## src/rtl/adc_capture_pkg.sv

```systemverilog
// Shared types for the scope capture controller: FSM states and mode encodings.
package adc_capture_pkg;

  typedef enum logic [2:0] {
    StIdle,
    StFill,
    StWaitTrig,
    StPost,
    StDone,
    StDump
  } state_t;

  localparam logic [1:0] MODE_OFF    = 2'b00;
  localparam logic [1:0] MODE_NORM   = 2'b01;
  localparam logic [1:0] MODE_AUTO   = 2'b10;
  localparam logic [1:0] MODE_SINGLE = 2'b11;

endpackage

```

## src/rtl/capture_decimator.sv

```systemverilog
// Sample decimator: keeps one of every 2**i_decimator ADC strobes.
module capture_decimator
  import adc_capture_pkg::*;
#(
  parameter int unsigned DEC_W = 4
) (
  input  logic             i_clk,
  input  logic             i_rst,
  input  logic             i_smpl_vld,
  input  logic             i_clr,
  input  logic [DEC_W-1:0] i_decimator,
  output logic             o_keep
);

  localparam int unsigned CntW = (2 ** DEC_W) - 1;

  logic [CntW-1:0] r_dec_cnt;
  logic [CntW-1:0] w_limit;

  // Terminal count 2**decimator - 1, built as a low-bit mask.
  assign w_limit = ~({CntW{1'b1}} << i_decimator);
  assign o_keep  = i_smpl_vld & (r_dec_cnt == w_limit);

  always_ff @(posedge i_clk) begin
    if (i_rst || i_clr) begin
      r_dec_cnt <= '0;
    end else if (o_keep) begin
      r_dec_cnt <= '0;
    end else if (i_smpl_vld) begin
      r_dec_cnt <= r_dec_cnt + CntW'(1);
    end
  end

endmodule

```

## src/rtl/adc_capture_ctrl.sv

```systemverilog
// Capture controller: circular trace writes with pre/post-trigger framing and paced dump.
module adc_capture_ctrl
  import adc_capture_pkg::*;
#(
  parameter int unsigned ADDR_W = 9,
  parameter int unsigned DEC_W  = 4,
  parameter int unsigned AUTO_W = 16
) (
  input  logic              i_clk,
  input  logic              i_rst,
  input  logic              i_smpl_vld,
  input  logic              i_trig,
  input  logic [1:0]        i_mode,
  input  logic              i_start,
  input  logic [ADDR_W-1:0] i_trig_pos,
  input  logic [DEC_W-1:0]  i_decimator,
  input  logic [AUTO_W-1:0] i_auto_to,
  input  logic              i_clr_cap_done,
  input  logic              i_dump_req,
  input  logic              i_dump_rdy,
  output logic              o_armed,
  output logic              o_we,
  output logic [ADDR_W-1:0] o_waddr,
  output logic [ADDR_W-1:0] o_raddr,
  output logic              o_rd_en,
  output logic              o_capture_done,
  output logic [ADDR_W-1:0] o_trace_end,
  output logic              o_dump_fin
);

  localparam int unsigned DEPTH = 2 ** ADDR_W;

  state_t              r_state, w_state_d;
  logic [ADDR_W:0]     r_smpl_cnt;
  logic [ADDR_W-1:0]   r_post_cnt;
  logic [AUTO_W-1:0]   r_auto_cnt;
  logic [ADDR_W-1:0]   r_waddr;
  logic [ADDR_W-1:0]   r_raddr;
  logic [ADDR_W-1:0]   r_rd_cnt;
  logic [ADDR_W-1:0]   r_trace_end;
  logic                r_capture_done;
  logic                r_dump_fin;

  logic w_keep, w_cap, w_armed, w_trig_fire, w_post_keep, w_last;
  logic w_rd, w_rd_last, w_arm, w_set_done, w_dump_go;

  capture_decimator #(
    .DEC_W(DEC_W)
  ) u_decimator (
    .i_clk      (i_clk),
    .i_rst      (i_rst),
    .i_smpl_vld (i_smpl_vld),
    .i_clr      (w_arm),
    .i_decimator(i_decimator),
    .o_keep     (w_keep)
  );

  assign w_cap   = (r_state == StFill) || (r_state == StWaitTrig) || (r_state == StPost);
  assign w_armed = ({1'b0, r_smpl_cnt} + {2'b00, i_trig_pos}) >= (ADDR_W + 2)'(DEPTH);

  assign w_trig_fire = i_trig ||
                       ((i_mode == MODE_AUTO) && w_keep && (r_auto_cnt == i_auto_to));
  // The trigger-cycle sample counts as the first post-trigger sample.
  assign w_post_keep = w_keep &&
                       ((r_state == StPost) || ((r_state == StWaitTrig) && w_trig_fire));
  assign w_last      = w_post_keep && (r_post_cnt == i_trig_pos);

  assign w_rd      = (r_state == StDump) && i_dump_rdy;
  assign w_rd_last = w_rd && (r_rd_cnt == {ADDR_W{1'b1}});
  assign w_dump_go = (r_state == StDone) && i_dump_req;

  always_comb begin
    w_state_d  = r_state;
    w_arm      = 1'b0;
    w_set_done = 1'b0;
    unique case (r_state)
      StIdle: begin
        if (i_start && (i_mode != MODE_OFF) && !r_capture_done) begin
          w_state_d = StFill;
          w_arm     = 1'b1;
        end
      end
      StFill: begin
        if (i_mode == MODE_OFF) w_state_d = StIdle;
        else if (w_armed)       w_state_d = StWaitTrig;
      end
      StWaitTrig, StPost: begin
        if (i_mode == MODE_OFF) begin
          w_state_d = StIdle;
        end else if (w_last) begin
          w_state_d  = StDone;
          w_set_done = 1'b1;
        end else if (w_trig_fire) begin
          w_state_d = StPost;
        end
      end
      StDone: begin
        if (i_dump_req) begin
          w_state_d = StDump;
        end else if (i_clr_cap_done) begin
          if ((i_mode == MODE_NORM) || (i_mode == MODE_AUTO)) begin
            w_state_d = StFill;
            w_arm     = 1'b1;
          end else begin
            w_state_d = StIdle;
          end
        end
      end
      StDump: begin
        if (w_rd_last) w_state_d = StDone;
      end
      default: w_state_d = StIdle;
    endcase
  end

  always_ff @(posedge i_clk) begin
    if (i_rst) begin
      r_state        <= StIdle;
      r_smpl_cnt     <= '0;
      r_post_cnt     <= '0;
      r_auto_cnt     <= '0;
      r_waddr        <= '0;
      r_raddr        <= '0;
      r_rd_cnt       <= '0;
      r_trace_end    <= '0;
      r_capture_done <= 1'b0;
      r_dump_fin     <= 1'b0;
    end else begin
      r_state    <= w_state_d;
      r_dump_fin <= w_rd_last;

      // Write pointer is never rewound, so the trace stays circular across captures.
      if (o_we) r_waddr <= r_waddr + ADDR_W'(1);

      if (w_arm) begin
        r_smpl_cnt <= '0;
        r_post_cnt <= '0;
        r_auto_cnt <= '0;
      end else begin
        if (o_we && (r_smpl_cnt != (ADDR_W + 1)'(DEPTH))) r_smpl_cnt <= r_smpl_cnt + (ADDR_W + 1)'(1);
        if (w_post_keep) r_post_cnt <= r_post_cnt + ADDR_W'(1);
        if ((r_state == StWaitTrig) && w_keep) r_auto_cnt <= r_auto_cnt + AUTO_W'(1);
      end

      if (w_set_done) begin
        r_capture_done <= 1'b1;
        r_trace_end    <= r_waddr;
      end else if (i_clr_cap_done && !w_dump_go) begin
        r_capture_done <= 1'b0;
      end

      if (w_dump_go) begin
        r_raddr  <= r_trace_end + ADDR_W'(1);
        r_rd_cnt <= '0;
      end else if (w_rd) begin
        r_raddr  <= r_raddr + ADDR_W'(1);
        r_rd_cnt <= r_rd_cnt + ADDR_W'(1);
      end
    end
  end

  assign o_armed        = w_armed;
  assign o_we           = w_keep && w_cap;
  assign o_waddr        = r_waddr;
  assign o_raddr        = r_raddr;
  assign o_rd_en        = w_rd;
  assign o_capture_done = r_capture_done;
  assign o_trace_end    = r_trace_end;
  assign o_dump_fin     = r_dump_fin;

endmodule

```

## config.mk

```make
export PLATFORM = sky130hd
export DESIGN_NAME = adc_capture_ctrl
export DESIGN_NICKNAME = d
export VERILOG_FILES = /design/src/rtl/adc_capture_pkg.sv /design/src/rtl/capture_decimator.sv /design/src/rtl/adc_capture_ctrl.sv
export SDC_FILE = /design/constraint.sdc
export NUM_CORES = 1
export LEC_CHECK = 0
export ABC_AREA = 0
export BUFFER_PORTS_ARGS = -buffer_cell sky130_fd_sc_hd__buf_2
export CAP_MARGIN = 20
export CELL_PAD_IN_SITES_DETAIL_PLACEMENT = 1
export CELL_PAD_IN_SITES_GLOBAL_PLACEMENT = 1
export CORE_MARGIN = 8
export CORE_UTILIZATION = 44
export DETAILED_ROUTE_END_ITERATION = 10
export GPL_TIMING_DRIVEN = 0
export HOLD_SLACK_MARGIN = 0.05
export MAX_ROUTING_LAYER = met4
export PLACE_DENSITY_LB_ADDON = 0.2
export SYNTH_ARGS = -nofsm -noshare
export SYNTH_HDL_FRONTEND = slang
export SYNTH_HIERARCHICAL = 1
export SYNTH_SLANG_ARGS = --single-unit
export TNS_END_PERCENT = 50
```

## constraint.sdc

```tcl
create_clock -name i_clk -period 5.65 [get_ports i_clk]
set_input_delay 1.695 -clock i_clk [delete_from_list [all_inputs] [get_ports i_clk]]
set_output_delay 1.695 -clock i_clk [all_outputs]
set_load 0.05 [all_outputs]
```

==> metrics.txt <==
Sink Count 91; row count 40; GRT Total Usage 0.209; peak supply drop 0.116 mV; Worst Max-Slew Pin Slew 0.766 ns; post-synthesis register bit count 91; first-pass GRT wire length 26800 um; WP buf/inv 5; most frequent CP cell buf_6; worst path cell trace buf_2, buf_6, or4_4, o21ai_2, a31oi_2, nor4_4, buf_4, and2_4, nor3b_4, buf_6, buf_8; CP peak stage delay 0.41 ns; pin count of the biggest net entering global routing 16; Max Fanout on Critical Path 10; Synth async-reset ratio 0; P_int 1.09 mW; Final setup viols 0; clock tree buffer depth 2; Avg Vias per Cell 5.76; RSZ-0062 raised after global routing false; Worst setup EP type primary output; cts bufs inserted 9; syn_nets 700; worst clock skew 0.0100 ns; hold depth 2; compound-gate portion of the synthesized area 0.154; Crit path required time 3.95 ns; hold path start r_rd_cnt[8]$_SDFFE_PP0P_; CTS tree done; Inserted Diodes 0; Leak Pwr 2.31 nW; mux cell area share after synthesis 0.0180; power per cell area 230 mW/mm^2; vias 5059; CTS H-tree lvls 3; Port Buf Inserts 69; Reg2Reg Capture Point r_auto_cnt[15]$_SDFFE_PP0P_; CTS clk-pin slew, worst paths 0.06 ns; Reg power frac 0.453; adder-cell share of the synthesized area 0.0506; Switching Share 0.248; share of cells above drive strength 1 0.172; post-synthesis xor/xnor area fraction 0.141; drt wl/cell 18.0 um; Root Driver clkbuf_16; CP Launch Point i_decimator[3]; CP Launch Type primary input; die height 126 um; core area 0.0119 mm^2; Hold Slack 0.492 ns; Setup CP Type primary input to primary output; CP arrival 3.83 ns; Synth Flop Type dfxtp_1; nets 787; Routed Wire Length 15800 um; initial drt markers 283; synthesized cell area 0.00534 mm^2; Area Growth Syn to Fin 18.1%; NetSw 0.360 mW; Die Area 0.0159 mm^2; Ys Warns 6; worst hold path class flop to flop; gr ovfl total 0; CP max stage cell or4_4; largest family of logic cells by synthesized area simple AND/OR/NAND/NOR gates; Final GP Congestion 0.883; minimum clock period 5.53 ns; Post-DRT Antenna Nets 0; largest delay contributor family on the critical path simple AND/OR/NAND/NOR gates; status completed; post-route setup slack 0.124 ns; Final HPWL DP 11700 um; number of remaining DRC errors 0; WHS Endpoint r_rd_cnt[8]$_SDFFE_PP0P_; I/O Pins 71; clock latency on the worst-skew pair 0.35 ns; max-cap violation count 0; Fmax achieved 181 MHz; R2R setup slack 1.99 ns; Crit Reg-Reg Startpoint u_decimator/r_dec_cnt[3]$_SDFFE_PP0P_; Distinct cells, synth 67; die width 126 um; Initial Utilization 0.448; simple-gate share of the synthesized area 0.250; vias in the first global route 5380; Tcrit/Tclk final 0.978; fin. max-slew vios 0; Clk pwr share 0.451; Avg Synthesized Cell Area 8.34 um^2; Rel. slew slack 0.484; Place WS -0.723 ns; Initial DRT Pass Iterations 4; Logic pwr share 0.096; antenna violations before repair 0; Final Hold Viols 0; Post-synth EDFFs 0; R2R depth 13; sequential share of the synthesized area 0.341; Post-Syn Instances 640
[layout by cell type, fill, tap and decap left out, types with 3 or more instances in the layout]
| master | netlist | layout |
|---|---|---|
| clkbuf_16 | 0 | 9 |
| dfxtp_1 | 91 | 91 |
| o31ai_1 | 5 | 5 |
| ha_1 | 20 | 20 |
| nand4_1 | 26 | 26 |
| inv_1 | 18 | 17 |
| nor3_1 | 16 | 16 |
| xnor2_1 | 50 | 50 |
| buf_4 | 6 | 12 |
| mux2i_1 | 7 | 7 |
| nor4_1 | 4 | 4 |
| nand2b_1 | 7 | 7 |
| nor2_1 | 65 | 65 |
| or4_1 | 9 | 7 |
| nand3_1 | 33 | 33 |
| buf_2 | 5 | 72 |
| xor2_1 | 36 | 36 |
| or3_1 | 13 | 13 |
| a31oi_1 | 4 | 3 |
| a2111oi_0 | 14 | 13 |
| clkbuf_1 | 21 | 22 |
| a21oi_1 | 38 | 38 |
| a211oi_1 | 9 | 9 |
| buf_6 | 2 | 4 |
| and3_1 | 8 | 8 |
| nor3b_1 | 6 | 5 |
| o21ai_0 | 30 | 29 |
| nand2_1 | 47 | 47 |
[timing repair]
action                                  CTS  global route
setup buffers                             6             1
pin swaps                                 2             2
gates resized for setup                  12             6
hold buffers                              0             0
hold endpoints to repair                  0             0
endpoints found under the setup margin    1             1
[cells in the mapped netlist, types with 16 or more instances]
| cell type | number | area [um^2] |
|---|---|---|
| ha_1 | 20 | 250 |
| nor2_1 | 65 | 244 |
| nand2_1 | 47 | 176 |
| dfxtp_1 | 91 | 1820 |
| xnor2_1 | 50 | 438 |
| xor2_1 | 36 | 315 |
| nor3_1 | 16 | 80.1 |
| clkbuf_1 | 21 | 78.8 |
| inv_1 | 18 | 67.6 |
| nand4_1 | 26 | 163 |
| o21ai_0 | 30 | 150 |
| nand3_1 | 33 | 165 |
| a21oi_1 | 38 | 190 |
[worst max path at each step]
stage / cells after the start / slack, ns / endpoint
final: 11 / 0.12 / o_we
after detailed placement: 11 / -0.72 / o_we
after global routing: 11 / 0.02 / o_we
after floorplan: 9 / 0.17 / o_we
after CTS: 10 / 0.02 / o_we
after global placement: 11 / -0.69 / o_we
[tightest hold or removal path: cells and delay by family, from the launching register on]
kind	cells	cell delay (ns)
flops	1	0.32
compound gates	1	0.06
simple gates	1	0.07
[stage by stage]
stage	power [mW]	utilization	area [um^2]	TNS (ns)	instances
5_1_grt	1.50	0.529	6300	0	879
2_1_floorplan	0.755	-	5340	0	640
4_1_cts	1.46	0.527	6270	0	878
3_3_place_gp	0.798	0.493	5870	-0.695	856
3_5_place_dp	0.804	0.493	5870	-0.723	856
6_report	1.45	0.529	6300	0	879
[power by group through the flow]
stage	Sequential, mW	Clock [mW]	Combinational (mW)
5_1_grt	0.657	0.690	0.155
4_1_cts	0.656	0.668	0.137
6_report	0.656	0.655	0.139
2_1_floorplan	0.667	0	0.0878
3_5_place_dp	0.671	0	0.133
3_3_place_gp	0.670	0	0.127
[sequential cells by signal, indices dropped and copies added, names as in the netlist]
name	count
u_decimator/r_dec_cnt	15
r_post_cnt	9
o_trace_end	9
r_rd_cnt	9
o_waddr	9
o_raddr	9
o_capture_done	1
r_state	3
o_dump_fin	1
r_auto_cnt	16
r_smpl_cnt	10
[cell type report]
cell class | count | area [um^2]
fillers | 1493 | 5610
multi-input cells | 496 | 3320
flip-flops and latches | 91 | 1820
repair buffers | 76 | 408
clock buffers | 10 | 229
plain buffers | 35 | 185
well taps | 147 | 184
clock inverters | 6 | 90.1
inverters | 18 | 67.6
[kinds of logic after synthesis]
logic type                 after synthesis
adders and majority gates               21
buffers and inverters                   53
and+or+nand+nor                        254
AOI/OAI and AO/OA                      126
xor gates and xnor gates                86
DFF                                     91
muxes                                    9
[metal layers]
layer	part of all wire	vias to the layer above	wire [um]	track usage
met3	0.031	18	495	0.0414
met5	0	-	0	-
met1	0.46	2490	7200	0.247
met4	0.012	0	184	0.0517
li1	-	2472	-	-
met2	0.50	79	7930	0.357
Note: power is estimated with default switching activity, not from simulation.
